--- config.mk ---
export PLATFORM = sky130hd
export DESIGN_NAME = wrap_monitor
export DESIGN_NICKNAME = d
export VERILOG_FILES = /design/src/rtl/wrap_monitor.sv
export SDC_FILE = /design/constraint.sdc
export NUM_CORES = 1
export LEC_CHECK = 0
export CORE_MARGIN = 3
export CORE_UTILIZATION = 40
export DETAILED_ROUTE_END_ITERATION = 8
export MAX_ROUTING_LAYER = met4
export PLACE_DENSITY_LB_ADDON = 0.25
export SYNTH_ARGS = -nofsm -noshare
export SYNTH_HDL_FRONTEND = slang
export SYNTH_SLANG_ARGS = --single-unit
--- constraint.sdc ---
create_clock -name clk_2 -period 2.9 [get_ports clk_2]
set_input_delay 0.58 -clock clk_2 [delete_from_list [all_inputs] [get_ports clk_2]]
set_output_delay 0.58 -clock clk_2 [all_outputs]
set_load 0.005 [all_outputs]
--- src/rtl/wrap_monitor.sv ---
// wrap_monitor: watches an upstream mod-2^N counter for overflow and underflow.
// Keeps a net wrap count, emits a one-cycle strobe per wrap, and drives a
// registered 7-segment display. The display shows the count while running and
// flashes the wrap count (with dp lit) for FLASH_CYCLES cycles after each wrap.
// Optional build macro: WRAP_MONITOR_SAT_EN makes the wrap count saturate at
// its limits instead of wrapping around.
module wrap_monitor #(
  parameter int unsigned NBITS_COUNT  = 4,
  parameter int unsigned NBITS_WRAP   = 4,
  parameter int unsigned FLASH_CYCLES = 4
) (
  input  logic                   clk_2,
  input  logic                   reset,
  input  logic [NBITS_COUNT-1:0] count_in,
  input  logic                   counter_on,
  input  logic                   count_up,
  input  logic                   load,
  output logic [7:0]             seg,
  output logic [NBITS_WRAP-1:0]  wraps,
  output logic                   wrap_pulse,
  output logic                   wrap_dir
);

  localparam int unsigned TimerW = $clog2(FLASH_CYCLES + 1);
  localparam logic [NBITS_COUNT-1:0] CountMax = '1;
  localparam logic [NBITS_WRAP-1:0] WrapMax = '1;
  localparam logic [TimerW-1:0] FlashLoad = TimerW'(FLASH_CYCLES);

  typedef enum logic [1:0] {StIdle, StRun, StFlash} state_e;

  state_e                  state_q, state_d;
  logic [TimerW-1:0]       timer_q, timer_d;
  logic [NBITS_WRAP-1:0]   wraps_q, wraps_d;
  logic [7:0]              seg_q, seg_d;
  logic                    pulse_q, pulse_d;
  logic                    dir_q, dir_d;
  logic                    overflow, underflow, wrap_event;

  function automatic logic [6:0] hex7(input logic [3:0] v);
    logic [6:0] p;
    unique case (v)
      4'h0: p = 7'h3F;
      4'h1: p = 7'h06;
      4'h2: p = 7'h5B;
      4'h3: p = 7'h4F;
      4'h4: p = 7'h66;
      4'h5: p = 7'h6D;
      4'h6: p = 7'h7D;
      4'h7: p = 7'h07;
      4'h8: p = 7'h7F;
      4'h9: p = 7'h6F;
      4'hA: p = 7'h77;
      4'hB: p = 7'h7C;
      4'hC: p = 7'h39;
      4'hD: p = 7'h5E;
      4'hE: p = 7'h79;
      4'hF: p = 7'h71;
      default: p = 7'h00;
    endcase
    return p;
  endfunction

  // Detect wrap events; load masks both because the counter is not stepping.
  always_comb begin
    overflow   = counter_on && !load && count_up && (count_in == CountMax);
    underflow  = counter_on && !load && !count_up && (count_in == '0);
    wrap_event = overflow || underflow;
  end

  // Next wrap count, strobe and direction.
  always_comb begin
    wraps_d = wraps_q;
`ifdef WRAP_MONITOR_SAT_EN
    if (overflow && (wraps_q != WrapMax)) begin
      wraps_d = wraps_q + 1'b1;
    end else if (underflow && (wraps_q != '0)) begin
      wraps_d = wraps_q - 1'b1;
    end
`else
    if (overflow) begin
      wraps_d = wraps_q + 1'b1;
    end else if (underflow) begin
      wraps_d = wraps_q - 1'b1;
    end
`endif
    pulse_d = wrap_event;
    dir_d   = wrap_event ? count_up : dir_q;
  end

  // FSM next state, flash timer and display pattern (seg follows the next state).
  always_comb begin
    state_d = state_q;
    timer_d = timer_q;
    unique case (state_q)
      StIdle: begin
        if (wrap_event) begin
          state_d = StFlash;
          timer_d = FlashLoad;
        end else if (counter_on || load) begin
          state_d = StRun;
        end
      end
      StRun: begin
        if (wrap_event) begin
          state_d = StFlash;
          timer_d = FlashLoad;
        end
      end
      StFlash: begin
        if (wrap_event) begin
          timer_d = FlashLoad;
        end else if (timer_q == TimerW'(1)) begin
          state_d = StRun;
          timer_d = '0;
        end else begin
          timer_d = timer_q - TimerW'(1);
        end
      end
      default: begin
        state_d = StIdle;
        timer_d = '0;
      end
    endcase

    seg_d = 8'h00;
    unique case (state_d)
      StRun:   seg_d = {1'b0, hex7(4'(count_in))};
      StFlash: seg_d = {1'b1, hex7(4'(wraps_d))};
      default: seg_d = 8'h00;
    endcase
  end

  // State and output registers, cleared asynchronously by reset.
  always_ff @(posedge clk_2 or posedge reset) begin
    if (reset) begin
      state_q <= StIdle;
      timer_q <= '0;
      wraps_q <= '0;
      seg_q   <= 8'h00;
      pulse_q <= 1'b0;
      dir_q   <= 1'b0;
    end else begin
      state_q <= state_d;
      timer_q <= timer_d;
      wraps_q <= wraps_d;
      seg_q   <= seg_d;
      pulse_q <= pulse_d;
      dir_q   <= dir_d;
    end
  end

  assign seg        = seg_q;
  assign wraps      = wraps_q;
  assign wrap_pulse = pulse_q;
  assign wrap_dir   = dir_q;

endmodule

==> results by stage, run 1 <==
Run status:
- The run finished with clean final reports.

Pwr:
- Across the VDD grid, the largest voltage drop is 0.351 mV.
- The relative contribution of the clock network to total power is 0.105.
- The switching power of the nets is 0.718 mW.
- Of the total power, the share spent switching nets is 0.392.
- Cell internal power was estimated by the tool at 1.12 mW.
- Summed over all cells, the static leakage comes to 1.03 nW.
- Of the total power, registers draw 0.244.
- For this design the ratio of total power to cell area is 874 nW/µm².
- The portion of total power attributed to combinational logic is 0.652.
- The total power is 1.83 mW.

Layout:
- The count of nets after finishing is 252.
- The number of inserted diodes is 0.
- The share of layout cells above drive strength 1 is 0.262.
- The number of standard cells in the layout, taps in and fillers out is 271.
- The final standard cell area without fillers is 2100 µm².
- The layout-stage area growth over the synthesis result is 42.0%.

Logic synthesis:
- The number of different library cells used by synthesis comes to 50.
- After synthesis, the share of flip-flops with an asynchronous set or reset is 1.00.
- The average instance area after synthesis is 9.01 µm².
- Summing every instance area after synthesis gives 1480 µm².
- Synthesis handed over a netlist of 164 instances.
- The proportion of synthesized chip area in sequential cells is 0.322.
- Yosys mapped a number of flops with a built-in enable equal to 0.
- The prevailing post-synth register cell is dfrtp_1.
- The share of the synthesized area in the top cell type is 0.322.
- After synthesis the netlist holds a flip-flop and latch count of 19.
- Synthesis produced a netlist with a net count of 190.
- By area the synthesized netlist is led by dfrtp_1 (32%), ha_1 (14%), nor2_1 (4.6%).
- Yosys printed 0 warnings.
- The cell taking the most area after synthesis is dfrtp_1.

STA:
- Setup repair after global routing left no endpoint under its margin.
- The final cycle utilization of the critical path is 0.949.
- At the pin with the least slew margin, the transition time is 0.779 ns.
- The worst path in the final design needs a cycle of 2.75 ns, including I/O delays and setup.
- Summed over all failing endpoints, the final setup total negative slack is 0 ns.
- Setup violations remaining at the end of the flow were counted as 0.
- Across the routed clock network, the largest skew measured is 0.0102 ns.
- The fmax is 363 MHz.
- Measured against its own limit, the worst slew margin works out to 0.480.
- The number of endpoints with negative hold slack in the final report is 0.
- The max-slew violation total from the final report came to 0.

Flow run:
- Max-cap violations in this run came to 0.

CTS:
- TritonCTS built the clock tree.
- After clock tree synthesis, the clock-pin slew on the worst setup and hold paths is 0.08 ns.
- The clock tree root driver cell is clkbuf_8.
- Buffers inserted to repair hold after CTS numbered 0.
- The number of clock sinks is 19.
- The clock latency at the later pin of the worst-skew pair is 0.26 ns.
- The number of setup buffers added after CTS is 0.
- In this run the number of H-tree levels came out at 1.
- The number of clock buffers inserted by TritonCTS is 3.
- No sink is reached through more buffers than the 2 on the longest clock path.

Setup path:
- For the worst setup path, the data arrival time is 2.93 ns.
- STA classifies the critical path endpoint as a flop.
- The critical register-to-register path startpoint is wraps[0]$_DFF_PP0_.
- The timing startpoint of the critical path is count_in[3].
- The end of the critical path is seg[3]$_DFF_PP0_.
- At the worst endpoint, the required time is 3.08 ns.
- The worst reg2reg path depth is 7.
- The setup path with the least slack is of type input pin to flop.
- The setup check on the worst reg-to-reg path leaves a slack of 0.55 ns.
- Along the worst path, the maximum fanout reaches 4.
- The capture point of the worst reg-to-reg path is seg[3]$_DFF_PP0_.
- STA classifies the critical path startpoint as an input pin.

Drt:
- The post-detailed-route count of antenna-violating nets is 0.
- In the final routed layout, each cell accounts on average for 14.3 µm.
- The first-pass detailed-route iteration total is 4.
- For this run, design rule violations remaining after detail routing come to 0.
- The via density per instance is 5.22.
- The via count is 1414.
- The initial detailed-routing violation count is 48.
- The overall routed net length is 3.87 mm.

Min path:
- The type of the most critical hold path is flop to flop.

Global route:
- The aggregate global-route resource usage is 0.205.
- The number of global-route vias before repair was 1513.
- The initial antenna violation count was 0.
- The remaining global-route overflow is 0.
- Entering global routing, the biggest net connects 20 pins.
- The first global-routing pass estimated 6.74 mm of wire.

Floorplan:
- The die span in x is 66.8 µm.
- For this design the top-level I/O count stands at 23.
- The die footprint is 4460 µm².
- The effective utilization at floorplan is 0.429.
- The standard cell core area is 3440 µm².
- Measured along the y axis, the die boundary spans 66.8 µm.
- The number of cell rows is 21.

Place:
- The congestion estimate from routability-driven global placement came to 0.852.
- The post-DP HPWL is 3.17 mm.
- The standard cell area after detailed placement is 2020 µm².
- The number of cells after detailed placement is 267.
- The number of buffers added on ports is 22.
[power by group through the flow]
stage	clock, mW	sequential, mW	combinational (mW)
finish	0.192	0.447	1.20
global route	0.211	0.461	1.32
CTS	0.197	0.446	1.19
detailed placement	0	0.450	1.18
global placement	0	0.447	1.17
floorplan	0	0.442	0.598
[layer usage]
| layer | track usage | vias to the layer above | part of all wire |
|---|---|---|---|
| met4 | 0.0888 | 0 | 0.0088 |
| met5 | - | - | 0 |
| li1 | - | 706 | - |
| met2 | 0.343 | 29 | 0.51 |
| met3 | 0.0270 | 4 | 0.035 |
| met1 | 0.246 | 675 | 0.45 |
[cells by family (layout without fill, tap and decap cells)]
| group | count (synthesis) | after routing | share of synthesized area |
|---|---|---|---|
| and+or+nand+nor | 68 | 68 | 0.256 |
| AOI/OAI and AO/OA | 33 | 33 | 0.167 |
| buffers and inverters | 21 | 82 | 0.0559 |
| DFF | 19 | 19 | 0.322 |
| adders and majority gates | 17 | 17 | 0.144 |
| muxes | 4 | 4 | 0.0440 |
| xor gates and xnor gates | 2 | 2 | 0.0119 |
[final cells by class]
cell class,count,area [µm²]
Timing Repair Buffer,59,503
Clock inverter,1,5.00
Sequential cell,19,475
Fill cell,301,1340
Multi-Input combinational cell,124,942
Inverter,19,73.8
Tap cell,46,57.6
Clock buffer,3,41.3
[worst max-delay path, stage by stage]
cell	delay [ns]
clkdlybuf4s50_1	0.44
or2_2	0.31
nor2_2	0.15
nor2_1	0.06
o32a_1	0.43
ha_1	0.34
inv_1	0.04
mux4_2	0.44
o22ai_2	0.14
[flip-flops by register name (all words and copies together), names as in the netlist]
register	flops
seg	8
state_q	2
timer_q	3
wraps	4
wrap_pulse	1
wrap_dir	1
[through the flow]
stage	setup slack [ns]	hold slack, ns	utilization
6_report	0.149	0.514	0.610
5_1_grt	0.0499	0.553	0.610
4_1_cts	0.0508	0.516	0.602
3_5_place_dp	-0.313	0.496	0.588
3_3_place_gp	-0.220	0.490	0.588
2_1_floorplan	0.282	0.489	-
[cell usage after synthesis (2+ instances only)]
library cell  instances
a21o_1                2
a21oi_1               2
a22o_1                2
a31oi_1               2
and3_1                5
dfrtp_1              19
ha_1                 17
inv_1                16
inv_2                 2
mux2i_1               2
mux4_2                2
nand2_1              10
nand2b_1              8
nand3_1               6
nand3b_1              2
nor2_1               18
nor2b_1               3
nor3_1                3
nor4_1                2
o211a_1               2
o21ai_0               5
o21ai_1               3
o31ai_1               2
o32ai_1               2
xnor2_1               2
[how the worst min path moves through the flow]
stage	startpoint	endpoint	depth (start not counted)
floorplan	timer_q[2]$_DFFE_PP0P_	timer_q[2]$_DFFE_PP0P_	1
global placement	wrap_dir$_DFFE_PP0P_	wrap_dir$_DFFE_PP0P_	2
detailed placement	wrap_dir$_DFFE_PP0P_	wrap_dir$_DFFE_PP0P_	2
CTS	wrap_dir$_DFFE_PP0P_	wrap_dir$_DFFE_PP0P_	2
global route	timer_q[2]$_DFFE_PP0P_	timer_q[2]$_DFFE_PP0P_	1
finish	wrap_dir$_DFFE_PP0P_	wrap_dir$_DFFE_PP0P_	2
[cell usage in the layout (no fill, tap or decap), types with 4 or more instances in the layout]
master	Yosys	routed
inv_1	16	15
nor2_1	18	15
dfrtp_1	19	19
buf_4	0	37
nand2_1	10	10
o21ai_0	5	4
and3_1	5	5
ha_1	17	14
o21ai_1	3	4
clkdlybuf4s50_1	0	20
nand3_1	6	6
nand2b_1	8	8
[timing repair]
action / 4_1_cts / 5_1_grt
pin swaps: 0 / 4
endpoints found under the setup margin: 2 / 7
gates resized for setup: 3 / 8
cloned: 0 / 0
Power figures use the tool's default switching activity.
==> run 2: changes to the inputs <==
--- a/config.mk
+++ b/config.mk
@@ -7,8 +7,8 @@
 export LEC_CHECK = 0
 export CORE_MARGIN = 3
 export CORE_UTILIZATION = 40
+export CTS_BUF_LIST = sky130_fd_sc_hd__clkbuf_4 sky130_fd_sc_hd__clkbuf_8
 export DETAILED_ROUTE_END_ITERATION = 8
-export MAX_ROUTING_LAYER = met4
 export PLACE_DENSITY_LB_ADDON = 0.25
 export SYNTH_ARGS = -nofsm -noshare
 export SYNTH_HDL_FRONTEND = slang
==> run 2 against run 1 <==
Critical path type unchanged; core utilization up 0.51 points; critical path depth up 1; non-clock buffer count up 1; clock skew down 0.0089 ns; register-to-register slack better by 0.09 ns; flip-flop and latch count unchanged.
==> results by stage, run 2 (synthesized netlist as in run 1, its figures left out) <==
Run status:
- Result of the run: finished clean (unchanged).

Global route:
- The global-route wire length before repair is 6.51 mm (was 6.74 mm).
- The remaining global-route overflow is 0 (unchanged).
- The initial antenna violation count was 0 (unchanged).
- The pin count of the biggest net entering global routing is 20 (unchanged).
- The aggregate global-route resource usage is 0.194 (was 0.205).
- The number of global-route vias before repair is 1434 (was 1513).

Layout:
- The number of filler cells placed in the layout is 322 (was 301).
- The share of layout cells above drive strength 1 came to 0.252 (was 0.262).
- The final standard cell area without fillers is 2120 µm² (was 2100 µm²).
- The count of nets after finishing came to 253 (was 252).
- The layout-stage area growth over the synthesis result was 43.2% (was 42.0%).
- The number of flip-flops in the largest register is 8 (unchanged).
- The most common cell after layout, fill and taps aside is buf_4 (unchanged).
- Most used cells in the layout excluding fill and tap cells: buf_4 (38), clkdlybuf4s50_1 (20), dfrtp_1 (19), nor2_1 (16), ha_1 (16) (was buf_4 (37), clkdlybuf4s50_1 (20), dfrtp_1 (19), inv_1 (15), nor2_1 (15)).
- The number of inserted diodes is 0 (unchanged).

Setup path:
- The cell type of the slowest stage on the worst timing path is mux4_2 (was clkdlybuf4s50_1).
- The worst reg2reg path depth is 7 (unchanged).
- The timing startpoint of the critical path was count_up (was count_in[3]).
- The startpoint type of the worst setup path is an input pin (unchanged).
- The reg-to-reg setup timing slack is 0.64 ns (was 0.55 ns).
- The delay contributed by the slowest stage of the critical path is 0.45 ns (was 0.44 ns).
- The startpoint-to-endpoint class of the critical path is input pin to flop (unchanged).
- The critical-path maximum fanout is 4 (unchanged).
- The kind of capture point of the worst setup path was a flop (unchanged).
- Critical Path, Cell by Cell: clkdlybuf4s50_1 -> or2_2 -> nor2_2 -> buf_4 -> nor2_1 -> o32a_4 -> ha_4 -> inv_1 -> mux4_2 -> o22ai_2 (was clkdlybuf4s50_1 -> or2_2 -> nor2_2 -> nor2_1 -> o32a_1 -> ha_1 -> inv_1 -> mux4_2 -> o22ai_2).
- The critical register-to-register path startpoint is wraps[0]$_DFF_PP0_ (unchanged).
- The required time at the endpoint of the critical path is 3.09 ns (was 3.08 ns).
- The data arrival time of the worst path is 2.93 ns (about the same).
- The end of the critical path was seg[3]$_DFF_PP0_ (unchanged).
- The capture point of the worst reg-to-reg path is seg[3]$_DFF_PP0_ (unchanged).

Floorplan:
- The die span in x was 66.8 µm (unchanged).
- The effective utilization at floorplan is 0.429 (unchanged).
- The standard cell core area is 3440 µm² (unchanged).
- The number of cell rows is 21 (unchanged).
- The number of top-level pins came to 23 (unchanged).
- The die outline height is 66.8 µm (unchanged).
- The die footprint came to 4460 µm² (unchanged).

CTS:
- The clock tree from TritonCTS is done (unchanged).
- The H-tree depth is 1 (unchanged).
- The number of clock buffers inserted by TritonCTS came to 3 (unchanged).
- The clock latency at the later pin of the worst-skew pair came to 0.26 ns (about the same).
- The post-cts hold buffer count is 0 (unchanged).
- The number of clock sinks is 19 (unchanged).
- The clock slew at the register clock pins of the worst setup and hold paths is 0.07 ns (was 0.08 ns).
- The buffer depth of the longest clock path is 2 (unchanged).
- The clock tree root driver cell is clkbuf_8 (unchanged).

STA:
- The minimum setup slack in the final design came to 0.158 ns (was 0.149 ns).
- The worst max-slew margin expressed relative to the limit is 0.522 (was 0.480).
- The number of endpoints with negative hold slack in the final report is 0 (unchanged).
- The setup skew after layout came to 0.00131 ns (was 0.0102 ns).
- The worst hold slack across all endpoints is 0.501 ns (was 0.514 ns).
- The max-slew violation total from the final report is 0 (unchanged).
- The clock period minus worst slack is 2.74 ns (was 2.75 ns).
- The final cycle utilization of the critical path is 0.945 (was 0.949).
- RSZ-0062 raised after global routing: no (unchanged).
- The setup-violating endpoint count in the final report is 0 (unchanged).
- The fmax is 365 MHz (was 363 MHz).
- The slew at the pin closest to its max-slew limit is 0.716 ns (was 0.779 ns).

Pwr:
- The total leakage power is 1.04 nW (was 1.03 nW).
- The total power is 1.88 mW (was 1.83 mW).
- The worst-case vdd ir drop is 0.382 mV (was 0.351 mV).
- The power density over the cells was 887 nW/µm² (was 874 nW/µm²).

Place:
- The routability-driven placement congestion ratio is 0.908 (was 0.852).
- The number of buffers added on ports is 22 (unchanged).
- The standard cell area after detailed placement is 2020 µm² (about the same).
- The post-DP HPWL is 3.11 mm (was 3.17 mm).
- The setup slack after placement is -0.283 ns (was -0.313 ns).

Drt:
- The initial detailed-routing violation count is 80 (was 48).
- The first-pass detailed-route iteration total is 4 (unchanged).
- The via density per instance is 5.26 (was 5.22).
- The remaining design rule violation count is 0 (unchanged).
- The via count is 1431 (was 1414).
- The overall routed net length was 3.83 mm (was 3.87 mm).
- The post-detailed-route count of antenna-violating nets is 0 (unchanged).
- The routed length per placed instance is 14.1 µm (was 14.3 µm).

Min path:
- The type of the most critical hold path is flop to flop (unchanged).
- The startpoint of the most critical hold path is wrap_dir$_DFFE_PP0P_ (unchanged).

Flow run:
- The max-capacitance violation count is 0 (unchanged).
==> run 2: changes by cell type in the layout (fill, tap and decap cells not counted), sizes merged <==
cell	previous run	this run
buf	37	38
clkinv	1	0
clkbuf	3	4
==> run 2: cell type report <==
cell class / count / area (µm²) / area share
Inverter: 19 / 73.8 / 0.0349
Tap cell: 46 / 57.6 / 0.0272
Multi-Input combinational cell: 124 / 950 / 0.449
Sequential cell: 19 / 475 / 0.225
Clock buffer: 4 / 48.8 / 0.0231
Timing Repair Buffer: 60 / 510 / 0.241
==> run 2: routing by layer <==
| layer | vias to the layer above | wire length, µm | global-route usage | part of all wire |
|---|---|---|---|---|
| met5 | - | 0 | 0 | 0 |
| met1 | 690 | 1760 | 0.235 | 0.46 |
| met2 | 28 | 1900 | 0.344 | 0.49 |
| li1 | 707 | - | - | - |
| met4 | 0 | 78 | 0.0761 | 0.020 |
| met3 | 6 | 97 | 0.0253 | 0.025 |
==> run 2: power breakdown <==
part           switching, mW  total, mW  internal, mW
Sequential            0.0772      0.446         0.369
Clock                 0.0898      0.197         0.107
Combinational          0.557       1.23         0.677
==> run 2: worst max-delay path, delay by kind of cell <==
family,cells,cell delay (ns)
adder cells (fa/ha/maj),1,0.29
buffers and inverters,3,0.58
AND/OR/NAND/NOR,3,0.49
AO/OA/AOI/OAI,2,0.54
multiplexers,1,0.45
==> run 2: worst min path at each step <==
stage | end | cells past startpoint
6_report | wrap_dir$_DFFE_PP0P_ | 2
5_1_grt | wrap_dir$_DFFE_PP0P_ | 2
4_1_cts | wrap_dir$_DFFE_PP0P_ | 2
3_5_place_dp | wrap_dir$_DFFE_PP0P_ | 2
3_3_place_gp | wrap_dir$_DFFE_PP0P_ | 2
2_1_floorplan | timer_q[2]$_DFFE_PP0P_ | 1
==> run 2: per-stage QoR <==
stage	utilization	instances	setup TNS, ns
2_1_floorplan	-	164	0
3_3_place_gp	0.586	266	-1.06
3_5_place_dp	0.586	266	-1.56
4_1_cts	0.611	271	0
5_1_grt	0.615	272	0
6_report	0.615	272	0
==> run 2: what timing repair did <==
action                                  in CTS  in global routing
endpoints found under the setup margin       3                  7
buffers inserted                             1                  1
pin swaps                                    3                  1
gates resized for setup                      5                  3
==> run 3: changes to the inputs <==
--- a/config.mk
+++ b/config.mk
@@ -9,7 +9,7 @@
 export CORE_UTILIZATION = 40
 export CTS_BUF_LIST = sky130_fd_sc_hd__clkbuf_4 sky130_fd_sc_hd__clkbuf_8
 export DETAILED_ROUTE_END_ITERATION = 8
-export PLACE_DENSITY_LB_ADDON = 0.25
+export PLACE_DENSITY = 0.69
 export SYNTH_ARGS = -nofsm -noshare
 export SYNTH_HDL_FRONTEND = slang
 export SYNTH_SLANG_ARGS = --single-unit
==> run 3 against run 2 <==
Cell area rose by 0.95%; core utilization grew 0.58 points; wire length decreased by 1.0%; critical path type unchanged; largest power group unchanged.
==> results by stage, run 3 (synthesized netlist as in run 1, its figures left out) <==
Run status:
- Result of the run: finished clean (unchanged).

Setup path:
- The required time at the endpoint of the critical path is 3.08 ns (was 3.09 ns).
- The reg-to-reg setup timing slack is 0.55 ns (was 0.64 ns).
- The delay contributed by the slowest stage of the critical path is 0.45 ns (about the same).
- The number of cells on the critical path is 10 (unchanged).
- The category of cells accounting for the largest share of critical-path delay is buffers and inverters (unchanged).
- The cell type of the slowest stage on the worst timing path is mux4_2 (unchanged).
- The worst reg2reg path depth is 9 (was 7).
- Critical Path, Cell by Cell: clkdlybuf4s50_1 -> or2_2 -> nor2_2 -> buf_4 -> nor2_1 -> o32a_1 -> ha_4 -> inv_1 -> mux4_2 -> o22ai_2 (was clkdlybuf4s50_1 -> or2_2 -> nor2_2 -> buf_4 -> nor2_1 -> o32a_4 -> ha_4 -> inv_1 -> mux4_2 -> o22ai_2).
- The buffer and inverter count on the worst path is 3 (unchanged).
- The startpoint type of the worst setup path is an input pin (unchanged).
- The critical register-to-register path startpoint is wraps[0]$_DFF_PP0_ (unchanged).
- The startpoint-to-endpoint class of the critical path is input pin to flop (unchanged).
- The capture point of the worst reg-to-reg path is seg[3]$_DFF_PP0_ (unchanged).
- The critical-path maximum fanout is 4 (unchanged).
- The data arrival time of the worst path is 2.95 ns (was 2.93 ns).
- The kind of capture point of the worst setup path is a flop (unchanged).

Pwr:
- The power density over the cells was 890 nW/µm² (was 887 nW/µm²).
- The relative contribution of the clock network to total power is 0.099 (was 0.105).
- The total leakage power was 1.04 nW (about the same).
- The share of total power in sequential cells was 0.234 (was 0.238).
- The worst-case vdd ir drop came to 0.408 mV (was 0.382 mV).
- The portion of total power attributed to combinational logic is 0.667 (was 0.657).
- The internal power contribution is 1.18 mW (was 1.15 mW).
- The net switching fraction of the power came to 0.380 (was 0.386).
- The switching power of the nets is 0.721 mW (was 0.724 mW).

CTS:
- The clock tree from TritonCTS is done (unchanged).
- The H-tree depth came to 1 (unchanged).
- The number of clock buffers inserted by TritonCTS is 3 (unchanged).
- The clock tree root driver cell is clkbuf_8 (unchanged).
- The clock slew at the register clock pins of the worst setup and hold paths came to 0.07 ns (about the same).
- The buffer depth of the longest clock path is 2 (unchanged).
- The number of clock sinks came to 19 (unchanged).
- The clock latency at the later pin of the worst-skew pair came to 0.25 ns (was 0.26 ns).

STA:
- The setup-violating endpoint count in the final report is 0 (unchanged).
- The final cycle utilization of the critical path is 0.955 (was 0.945).
- The minimum setup slack in the final design is 0.129 ns (was 0.158 ns).
- The fmax was 361 MHz (was 365 MHz).
- The max-slew violation total from the final report came to 0 (unchanged).
- RSZ-0062 raised after global routing: no (unchanged).
- The worst max-slew margin expressed relative to the limit came to 0.536 (was 0.522).
- The setup skew after layout is 0.00612 ns (was 0.00131 ns).
- The clock period minus worst slack is 2.77 ns (was 2.74 ns).
- The slew at the pin closest to its max-slew limit is 0.695 ns (was 0.716 ns).
- The number of endpoints with negative hold slack in the final report was 0 (unchanged).

Floorplan:
- The die footprint was 4460 µm² (unchanged).
- The die outline height came to 66.8 µm (unchanged).
- The standard cell core area came to 3440 µm² (unchanged).
- The number of top-level pins is 23 (unchanged).
- The die span in x came to 66.8 µm (unchanged).
- The effective utilization at floorplan is 0.429 (unchanged).
- The number of cell rows was 21 (unchanged).

Drt:
- The via count is 1471 (was 1431).
- The remaining design rule violation count is 0 (unchanged).
- The first-pass detailed-route iteration total came to 4 (unchanged).
- The via density per instance is 5.35 (was 5.26).
- The overall routed net length is 3.79 mm (was 3.83 mm).
- The initial detailed-routing violation count is 82 (was 80).
- The post-detailed-route count of antenna-violating nets is 0 (unchanged).
- The routed length per placed instance is 13.8 µm (was 14.1 µm).

Min path:
- The worst-case hold path end point is wrap_dir$_DFFE_PP0P_ (unchanged).
- The type of the most critical hold path was flop to flop (unchanged).
- The cell depth of the worst min-delay path is 2 (unchanged).
- The startpoint of the most critical hold path is wrap_dir$_DFFE_PP0P_ (unchanged).

Layout:
- The post-route core utilization is 0.621 (was 0.615).
- The layout-stage area growth over the synthesis result is 44.5% (was 43.2%).
- The number of standard cells in the layout, taps in and fillers out is 275 (was 272).
- The number of inserted diodes came to 0 (unchanged).
- The count of nets after finishing was 256 (was 253).
- Most used cells in the layout excluding fill and tap cells: buf_4 (41), clkdlybuf4s50_1 (20), dfrtp_1 (19), nor2_1 (15), inv_1 (14) (was buf_4 (38), clkdlybuf4s50_1 (20), dfrtp_1 (19), nor2_1 (16), ha_1 (16)).
- The number of flip-flops in the largest register was 8 (unchanged).
- The share of layout cells above drive strength 1 is 0.279 (was 0.252).
- The number of filler cells placed in the layout is 290 (was 322).
- The most common cell after layout, fill and taps aside is buf_4 (unchanged).

Global route:
- The aggregate global-route resource usage is 0.184 (was 0.194).
- The pin count of the biggest net entering global routing was 20 (unchanged).
- The number of global-route vias before repair is 1416 (was 1434).
- The initial antenna violation count came to 0 (unchanged).
- The remaining global-route overflow came to 0 (unchanged).
- The global-route wire length before repair is 6.16 mm (was 6.51 mm).

Place:
- The number of cells after detailed placement is 269 (was 266).
- The post-DP HPWL was 3.09 mm (was 3.11 mm).
- The number of buffers added on ports is 22 (unchanged).
- The setup slack after placement was -0.320 ns (was -0.283 ns).
- The routability-driven placement congestion ratio is 0.928 (was 0.908).

Flow run:
- The max-capacitance violation count is 0 (unchanged).
[run 3: cell types whose count changed in the layout (fill, tap and decap cells not counted), sizes merged]
cell,previous run,this run
buf,38,41
[run 3: area by class of cell]
class / instances / area [µm²] / area share
clock buffers: 4 / 48.8 / 0.0228
inverters: 19 / 73.8 / 0.0346
multi-input cells: 124 / 947 / 0.443
flip-flops and latches: 19 / 475 / 0.223
well taps: 46 / 57.6 / 0.0269
repair buffers: 63 / 533 / 0.250
[run 3: how the worst max path moves through the flow]
stage,from,end
2_1_floorplan,count_in[0],seg[3]$_DFF_PP0_
4_1_cts,count_in[0],seg[3]$_DFF_PP0_
3_5_place_dp,count_in[0],seg[3]$_DFF_PP0_
5_1_grt,load,seg[3]$_DFF_PP0_
3_3_place_gp,count_in[0],seg[3]$_DFF_PP0_
6_report,count_up,seg[3]$_DFF_PP0_
[run 3: repair_timing]
item,in CTS,in global routing
cloned,0,0
gates resized for setup,3,9
pin swaps,0,5
buffers inserted,0,2
endpoints found under the setup margin,3,7
hold buffers,0,0
[run 3: routing by layer]
| layer | global-route usage | vias to the layer above | routed length [µm] |
|---|---|---|---|
| li1 | - | 717 | - |
| met1 | 0.225 | 708 | 1600 |
| met2 | 0.330 | 40 | 1980 |
| met3 | 0.0169 | 6 | 160 |
| met4 | 0.0685 | 0 | 51 |
| met5 | 0 | - | 0 |
[run 3: worst reg2reg max path, delay by kind of cell (launching register included)]
kind	cells	cell delay [ns]
AO/OA/AOI/OAI	3	0.55
adder cells (fa/ha/maj)	2	0.49
buffers and inverters	3	0.31
flip-flops	1	0.45
multiplexers	1	0.47
[run 3: power by group through the flow]
stage / clock (mW) / combinational, mW / sequential [mW]
floorplan: 0 / 0.598 / 0.442
global placement: 0 / 1.16 / 0.446
detailed placement: 0 / 1.18 / 0.451
CTS: 0.191 / 1.19 / 0.446
global route: 0.201 / 1.39 / 0.460
finish: 0.188 / 1.27 / 0.445
[run 3: metrics by stage]
step / hold WS (ns) / cell area (µm²) / TNS [ns] / power, mW
after floorplan: 0.489 / 1480 / 0 / 1.04
after global routing: 0.562 / 2140 / 0 / 2.05
after detailed placement: 0.503 / 2040 / -1.71 / 1.63
after global placement: 0.495 / 2040 / -1.08 / 1.61
after CTS: 0.519 / 2100 / -0.00561 / 1.83
final: 0.510 / 2140 / 0 / 1.90
